`config.mk`:
```
export PLATFORM = sky130hd
export DESIGN_NAME = rf_write_buffer
export DESIGN_NICKNAME = d
export VERILOG_FILES = /design/src/rtl/rf_write_buffer.sv
export SDC_FILE = /design/constraint.sdc
export NUM_CORES = 1
export LEC_CHECK = 0
export CAP_MARGIN = 20
export CORE_ASPECT_RATIO = 0.8
export CORE_UTILIZATION = 39
export CTS_CLUSTER_SIZE = 16
export DETAILED_ROUTE_END_ITERATION = 12
export GPL_ROUTABILITY_DRIVEN = 0
export GPL_TIMING_DRIVEN = 1
export SETUP_SLACK_MARGIN = 0.3
export SLEW_MARGIN = 10
export SYNTH_ARGS = -nofsm -noshare
export SYNTH_HDL_FRONTEND = slang
export SYNTH_SLANG_ARGS = --single-unit
```
`constraint.sdc`:
```
create_clock -name clk -period 2.4 [get_ports clk]
set_clock_uncertainty 0.1 [all_clocks]
set_input_delay 0.24 -clock clk [delete_from_list [all_inputs] [get_ports clk]]
set_output_delay 0.24 -clock clk [all_outputs]
set_load 0.01 [all_outputs]
```
`src/rtl/rf_write_buffer.sv`:
```
// Register-file write buffer: a small circular FIFO of {addr, data} write
// requests that drains one request per cycle into a registered write port.
// Draining pauses while the register file port is stalled. Flush discards
// all buffered requests.
module rf_write_buffer #(
  parameter int DEPTH = 4,
  parameter int AW    = 3,
  parameter int DW    = 32
) (
  input  logic                     clk,
  input  logic                     reset,
  input  logic                     in_valid,
  output logic                     in_ready,
  input  logic [AW-1:0]            in_addr,
  input  logic [DW-1:0]            in_data,
  input  logic                     stall,
  input  logic                     flush,
  output logic                     we,
  output logic [AW-1:0]            wAddr,
  output logic [DW-1:0]            wData,
  output logic [$clog2(DEPTH):0]   count,
  output logic                     full,
  output logic                     empty
);

  localparam int PW = $clog2(DEPTH);
  localparam int CW = PW + 1;

  logic [AW-1:0] addrMem_q [DEPTH];
  logic [DW-1:0] dataMem_q [DEPTH];

  logic [PW-1:0] wrPtr_q, wrPtr_d;
  logic [PW-1:0] rdPtr_q, rdPtr_d;
  logic [CW-1:0] count_q, count_d;
  logic          we_q, we_d;
  logic [AW-1:0] wAddr_q, wAddr_d;
  logic [DW-1:0] wData_q, wData_d;

  logic push;
  logic pop;

  // Status flags come straight from the registered occupancy count, so
  // in_ready has no combinational path from in_valid, stall or flush.
  assign full     = (count_q == CW'(DEPTH));
  assign empty    = (count_q == '0);
  assign in_ready = !full;

  // A full buffer never accepts, even when it pops on the same edge.
  assign push = in_valid && in_ready && !flush;
  assign pop  = !empty && !stall && !flush;

  assign count = count_q;
  assign we    = we_q;
  assign wAddr = wAddr_q;
  assign wData = wData_q;

  // Next-state logic: pointer advance, occupancy tracking and the write
  // port load. Flush clears the bookkeeping but leaves wAddr/wData holding.
  always_comb begin
    wrPtr_d = wrPtr_q;
    rdPtr_d = rdPtr_q;
    count_d = count_q;
    we_d    = 1'b0;
    wAddr_d = wAddr_q;
    wData_d = wData_q;

    if (flush) begin
      wrPtr_d = '0;
      rdPtr_d = '0;
      count_d = '0;
    end else begin
      if (push) begin
        wrPtr_d = wrPtr_q + PW'(1);
      end
      if (pop) begin
        rdPtr_d = rdPtr_q + PW'(1);
        we_d    = 1'b1;
        wAddr_d = addrMem_q[rdPtr_q];
        wData_d = dataMem_q[rdPtr_q];
      end
      case ({push, pop})
        2'b10:   count_d = count_q + CW'(1);
        2'b01:   count_d = count_q - CW'(1);
        default: count_d = count_q;
      endcase
    end
  end

  // State registers with synchronous reset taking priority over everything.
  always_ff @(posedge clk) begin
    if (reset) begin
      wrPtr_q <= '0;
      rdPtr_q <= '0;
      count_q <= '0;
      we_q    <= 1'b0;
      wAddr_q <= '0;
      wData_q <= '0;
    end else begin
      wrPtr_q <= wrPtr_d;
      rdPtr_q <= rdPtr_d;
      count_q <= count_d;
      we_q    <= we_d;
      wAddr_q <= wAddr_d;
      wData_q <= wData_d;
    end
  end

  // FIFO storage is not reset; only the pointers define which entries are live.
  always_ff @(posedge clk) begin
    if (push && !reset) begin
      addrMem_q[wrPtr_q] <= in_addr;
      dataMem_q[wrPtr_q] <= in_data;
    end
  end

endmodule

```
==> results of run 1 <==
cell usage in the layout (no fill, tap or decap), drive strengths merged, types with 2 or more instances in the layout:
master           n
a21oi            6
a22o            35
and3             4
buf             20
bufinv           2
clkbuf          19
clkdlybuf4s50   78
clkinv           2
clkinvlp         6
dfxtp           43
dlygate4sd2      2
edfxtp         140
ha               5
inv             11
mux4            35
nand3            3
nor2             6
o21ai            3
or3              4
xor2             2
per-stage QoR:
stage	hold WS (ns)	power [uW]	util	area, sq um	setup slack [ns]
3_5_place_dp	0.366	3740	0.471	7810	0.0242
4_1_cts	0.331	6430	0.507	8420	0.189
2_1_floorplan	0.239	3600	-	6670	0.163
3_3_place_gp	0.364	3730	0.471	7810	0.0503
5_1_grt	0.341	6580	0.511	8480	0.129
6_report	0.344	6380	0.511	8480	0.201
flip-flops by register name, indices dropped and copies added (netlist names):
signal,flops
count,3
we,1
rdPtr_q,2
addrMem_q,12
wData,32
dataMem_q,128
wrPtr_q,2
wAddr,3
logic make-up (layout without fill, tap and decap cells):
| kind of cell | after synthesis | count (layout) | share of synthesized area |
|---|---|---|---|
| AO/OA/AOI/OAI | 45 | 45 | 0.0565 |
| XOR/XNOR | 2 | 2 | 0.00264 |
| adder cells (fa/ha/maj) | 6 | 6 | 0.0124 |
| buffers and inverters | 24 | 141 | 0.0247 |
| flip-flops | 183 | 183 | 0.762 |
| multiplexers | 36 | 36 | 0.120 |
| AND/OR/NAND/NOR | 23 | 23 | 0.0218 |
per-layer routing:
metal,vias up,track usage,part of all wire
met5,-,0,0
met4,0,0.0464,0.011
met3,11,0.0517,0.047
met2,65,0.241,0.49
met1,1669,0.191,0.45
li1,1517,-,-
worst max-delay path by stage:
stage	from	end	slack [ns]	cells past startpoint
detailed placement	flush	wData[31]$_SDFFE_PP0P_	0.02	5
global placement	flush	wData[9]$_SDFFE_PP0P_	0.05	5
finish	count[2]$_SDFFE_PP0P_	count[2]$_SDFFE_PP0P_	0.20	9
floorplan	count[2]$_SDFFE_PP0P_	count[2]$_SDFFE_PP0P_	0.16	9
global route	count[1]$_SDFFE_PP0P_	count[2]$_SDFFE_PP0P_	0.13	9
CTS	count[2]$_SDFFE_PP0P_	count[2]$_SDFFE_PP0P_	0.19	9
repair_timing:
item,CTS,global route
gates resized for setup,4,6
pin swaps,1,2
buffers inserted,2,2
endpoints found under the setup margin,39,3
worst max-delay path, cell delays in order, from the launching register on:
cell and delay (ns):
dfxtp_4 0.37, or3b_4 0.41, inv_4 0.07, or3_4 0.13
ha_4 0.13, inv_2 0.03, fa_2 0.32, xor2_1 0.15
or3_1 0.31, a21oi_1 0.12
power by group through the flow:
stage               clock network [uW]  registers [uW]  logic (uW)
finish                            2700            3450         228
detailed placement                   0            3520         219
floorplan                            0            3520        82.1
global placement                     0            3520         213
CTS                               2760            3450         221
global route                      2890            3450         245
area by class of cell:
cell class | instances | share of cell area
flip-flops and latches | 183 | 0.598
repair buffers | 101 | 0.125
inverters | 8 | 0.00413
well taps | 220 | 0.0325
clock buffers | 19 | 0.0510
clock inverters | 13 | 0.0176
multi-input cells | 112 | 0.172
==> summary.txt, run 1 <==
Run status
  – Status: complete, no violations

Yosys
  – Synth top area cells: edfxtp_1 (63%), dfxtp_1 (13%), mux4_2 (12%)
  – Ys async rst share: 0
  – Yosys top cell area share: 0.632
  – Mapped cell area: 0.00665 sq mm
  – Syn Inst Count: 319
  – Post-synth EDFFs: 140
  – Top cells by count, synth: edfxtp_1 (140), dfxtp_1 (43), mux4_2 (35)
  – Largest area contributor in the netlist: edfxtp_1
  – Yosys warnings: 0
  – Leading cell type by number of instances after synthesis: edfxtp_1
  – Syn avg cell area: 20.8 sq um
  – Synth Net Count: 365
  – Post-synthesis sequential area ratio: 0.762
  – Most used DFF post-synth: edfxtp_1
  – Post-synthesis cell type count: 30
  – Seq cells post-synth: 183

Die
  – Cell Rows: 42
  – CORE AREA: 0.0166 sq mm
  – Num ports: 82
  – Die area: 0.0176 sq mm
  – Die H: 119 um
  – Initial Util: 0.400
  – Die Width: 148 um

Setup path
  – CP endpoint kind: register
  – R2R depth: 9
  – CP Data Arrival Time: 2.45 ns
  – WS Path Type: register to register
  – Worst reg2reg startpoint: count[2]$_SDFFE_PP0P_
  – Critical Path Fanout Max: 5
  – Reg-to-reg endpoint: count[2]$_SDFFE_PP0P_
  – CP Data Required Time: 2.65 ns
  – Startpoint Class: register
  – R2R Setup Slk: 0.20 ns

Clocking
  – H-tree depth: 4
  – Sink Count: 183
  – Root buffer cell: clkbuf_16
  – Register clock-pin slew on the reported worst setup and hold paths: 0.07 ns
  – # hold bufs at CTS: 0
  – Clk_lat worst skew: 0.42 ns
  – Clk buf depth: 2
  – CTS tree: built
  – Total CTS buffers: 17

Routing
  – Routed vias: 3262
  – Drt wl/cell: 18.9 um
  – Routed Antenna Nets: 0
  – DR iter-0 viols: 138
  – DRT Pass-1 Iters: 4
  – Final wirelength: 12400 um
  – Via/cell ratio: 4.97
  – Remaining DRCs: 0

Pwr
  – Seq pwr share: 0.541
  – Leak Pwr: 0.00274 uW
  – Clock power share: 0.424
  – PwrDens: 752 mW/mm^2
  – Internal power: 5100 uW
  – Psw: 1280 uW
  – Logic pwr share: 0.036
  – VDD IR max: 0.423 mV
  – Net Sw Frac: 0.200

Cells and area
  – Multi-input logic area: 0.00146 sq mm
  – Reg area: 0.00508 sq mm
  – Layout cells sized above 1: 0.257
  – ANT cells: 0
  – Area grow syn2layout: 27.6%
  – Fill count: 1375
  – Final cell count without fillers: 656
  – Nets: 469

Global routing
  – First-pass GRT wire length: 18900 um
  – Total track usage: 0.150
  – Vias in the first global route: 3397
  – Initial antenna violation count: 0
  – Largest net degree at the start of global routing: 37
  – Congestion Overflow GR: 0

STA
  – Setup_tns: 0 ns
  – Final setup violation count: 0
  – Worst slew pin tran: 0.559 ns
  – Fin. max-slew vios: 0
  – Minimum clock period: 2.20 ns
  – Max Clk Rate: 0.455 GHz
  – Worst slew margin: 0.626
  – Final Hold Fails: 0
  – Final worst path period share: 0.916
  – RSZ-0062 raised after global routing: yes

Placed design
  – Final HPWL DP: 7350 um
  – IO buf count: 81
  – Placed insts: 619

Run
  – Max Cap Viol: 0

Hold path
  – Hold_sp: in_addr[1]
  – Hold EP: addrMem_q[1][1]$_DFFE_PP_
  – Worst Hold Path Cells: 1
  – Hold Crit Class: input port to register
Power figures use the tool's default switching activity.
==> run 2, diff against run 1 <==
- CORE_MARGIN: unset -> 2
- PLACE_DENSITY: unset -> 0.58
==> summary.txt, run 2 (synthesis results as in run 1) <==
Run status
  – Status: complete, no violations

Placed design
  – Final HPWL DP: 7080 um
  – IO buf count: 81
  – Placed insts: 616
  – DP Area: 0.00780 sq mm

Cells and area
  – Final cell count without fillers: 655
  – Layout cells sized above 1: 0.237
  – Fill count: 1398
  – Max FFs per register: 128
  – Nets: 468
  – Area grow syn2layout: 26.7%
  – Commonest non-fill, non-tap cell in the layout: edfxtp_1
  – Reg area: 0.00507 sq mm
  – Commonest non-fill, non-tap cells in the layout: edfxtp_1 (140), clkdlybuf4s50_1 (78), dfxtp_1 (38)
  – ANT cells: 0
  – Multi-input logic area: 0.00143 sq mm
  – Final Cell Area: 0.00842 sq mm
  – Top reg by flops: dataMem_q

STA
  – Hold_ws: 0.348 ns
  – Worst slew margin: 0.665
  – Final worst path period share: 0.926
  – Final Hold Fails: 0
  – Worst slew pin tran: 0.503 ns
  – Final setup violation count: 0
  – Setup_tns: 0 ns
  – RSZ-0062 raised after global routing: yes
  – Fin. max-slew vios: 0
  – Max Clk Rate: 0.450 GHz
  – Minimum clock period: 2.22 ns

Global routing
  – Largest net degree at the start of global routing: 37
  – Total track usage: 0.146
  – Vias in the first global route: 3419
  – Congestion Overflow GR: 0
  – First-pass GRT wire length: 18800 um
  – Initial antenna violation count: 0

Pwr
  – PwrDens: 750 mW/mm^2
  – VDD IR max: 0.645 mV
  – Final Power: 6320 uW
  – Leak Pwr: 0.00273 uW

Die
  – Initial Util: 0.400
  – Num ports: 82
  – Die area: 0.0181 sq mm
  – CORE AREA: 0.0166 sq mm
  – Cell Rows: 42
  – Die Width: 150 um
  – Die H: 121 um

Run
  – Max Cap Viol: 0

Clocking
  – Clk_lat worst skew: 0.42 ns
  – Register clock-pin slew on the reported worst setup and hold paths: 0.06 ns
  – Sink Count: 183
  – H-tree depth: 4
  – Clk buf depth: 2
  – CTS tree: built
  – Total CTS buffers: 17
  – # hold bufs at CTS: 0
  – Root buffer cell: clkbuf_16

Routing
  – Drt wl/cell: 18.7 um
  – Remaining DRCs: 0
  – Routed Antenna Nets: 0
  – Final wirelength: 12300 um
  – Routed vias: 3288
  – Via/cell ratio: 5.02
  – DR iter-0 viols: 210
  – DRT Pass-1 Iters: 5

Setup path
  – Worst path cell trace: or3b_4 > inv_4 > or3_1 > ha_2 > inv_2 > fa_2 > xor2_1 > or3_1 > a21oi_1
  – CP endpoint kind: register
  – CP Data Required Time: 2.65 ns
  – CP Data Arrival Time: 2.47 ns
  – Top Family by Delay on Critical Path: simple AND/OR/NAND/NOR gates
  – CP most frequent cell: or3_1
  – Startpoint Class: register
  – CP max stage cell: or3b_4
  – WS Path Type: register to register
  – CP bufs+invs: 2
  – CP peak stage delay: 0.42 ns
  – Critical Path Fanout Max: 3

Hold path
  – Hold Crit Class: input port to register
==> run 2: cell type report <==
cell class                      count  share of cell area
Timing Repair Buffer              100               0.124
Clock buffer                       22              0.0551
Clock inverter                     10              0.0123
Multi-Input combinational cell    112               0.170
Inverter                            8             0.00416
Sequential cell                   183               0.602
Tap cell                          220              0.0327
==> run 2: worst reg2reg max path, delay by kind of cell, from the launching register on <==
family                   cells  cell delay [ns]
adder cells (fa/ha/maj)      2             0.50
XOR/XNOR                     1             0.16
AO/OA/AOI/OAI                1             0.12
flip-flops                   1             0.35
buffers and inverters        2             0.10
AND/OR/NAND/NOR              3             0.83
==> run 2: per-layer routing <==
metal	vias to the layer above	track usage	wire length [um]
met5	-	0	0
met4	0	0.0478	144
met3	12	0.0513	561
met2	77	0.237	6210
met1	1686	0.183	5360
li1	1513	-	-
==> run 2: path summary, 6_finish.rpt <==
path | end | slack [ns] | depth (start not counted) | startpoint
max | count[2]$_SDFFE_PP0P_ | 0.18 | 9 | count[0]$_SDFFE_PP0P_
max reg2reg | count[2]$_SDFFE_PP0P_ | 0.18 | 9 | count[0]$_SDFFE_PP0P_
min reg2reg | wData[26]$_SDFFE_PP0P_ | 0.38 | 1 | wData[26]$_SDFFE_PP0P_
min | dataMem_q[2][31]$_DFFE_PP_ | 0.35 | 1 | in_data[31]
==> run 2: metrics by stage <==
stage,utilization,worst slack [ns]
after floorplan,-,0.163
after global placement,0.470,0.187
after detailed placement,0.470,0.139
after CTS,0.506,0.171
after global routing,0.507,0.0967
final,0.507,0.178
==> run 2: report_power, final <==
part / switching, uW / total [uW] / internal, uW / leakage (uW)
Combinational: 105 / 225 / 119 / 0.000852
Clock: 1080 / 2650 / 1570 / 0.000269
Sequential: 10.8 / 3450 / 3440 / 0.00161
Total: 1190 / 6320 / 5130 / 0.00273
==> run 2: timing repair <==
item                                    CTS  global route
endpoints found under the hold margin     0             0
pin swaps                                 1             1
gates resized for setup                   3             2
setup buffers                             5             2
endpoints found under the setup margin    4             3
==> run 3, diff against run 2 <==
- GPL_ROUTABILITY_DRIVEN: 0 -> unset
==> results of run 3 <==
The final DEF is identical to that of run 2; final timing and power are the same.
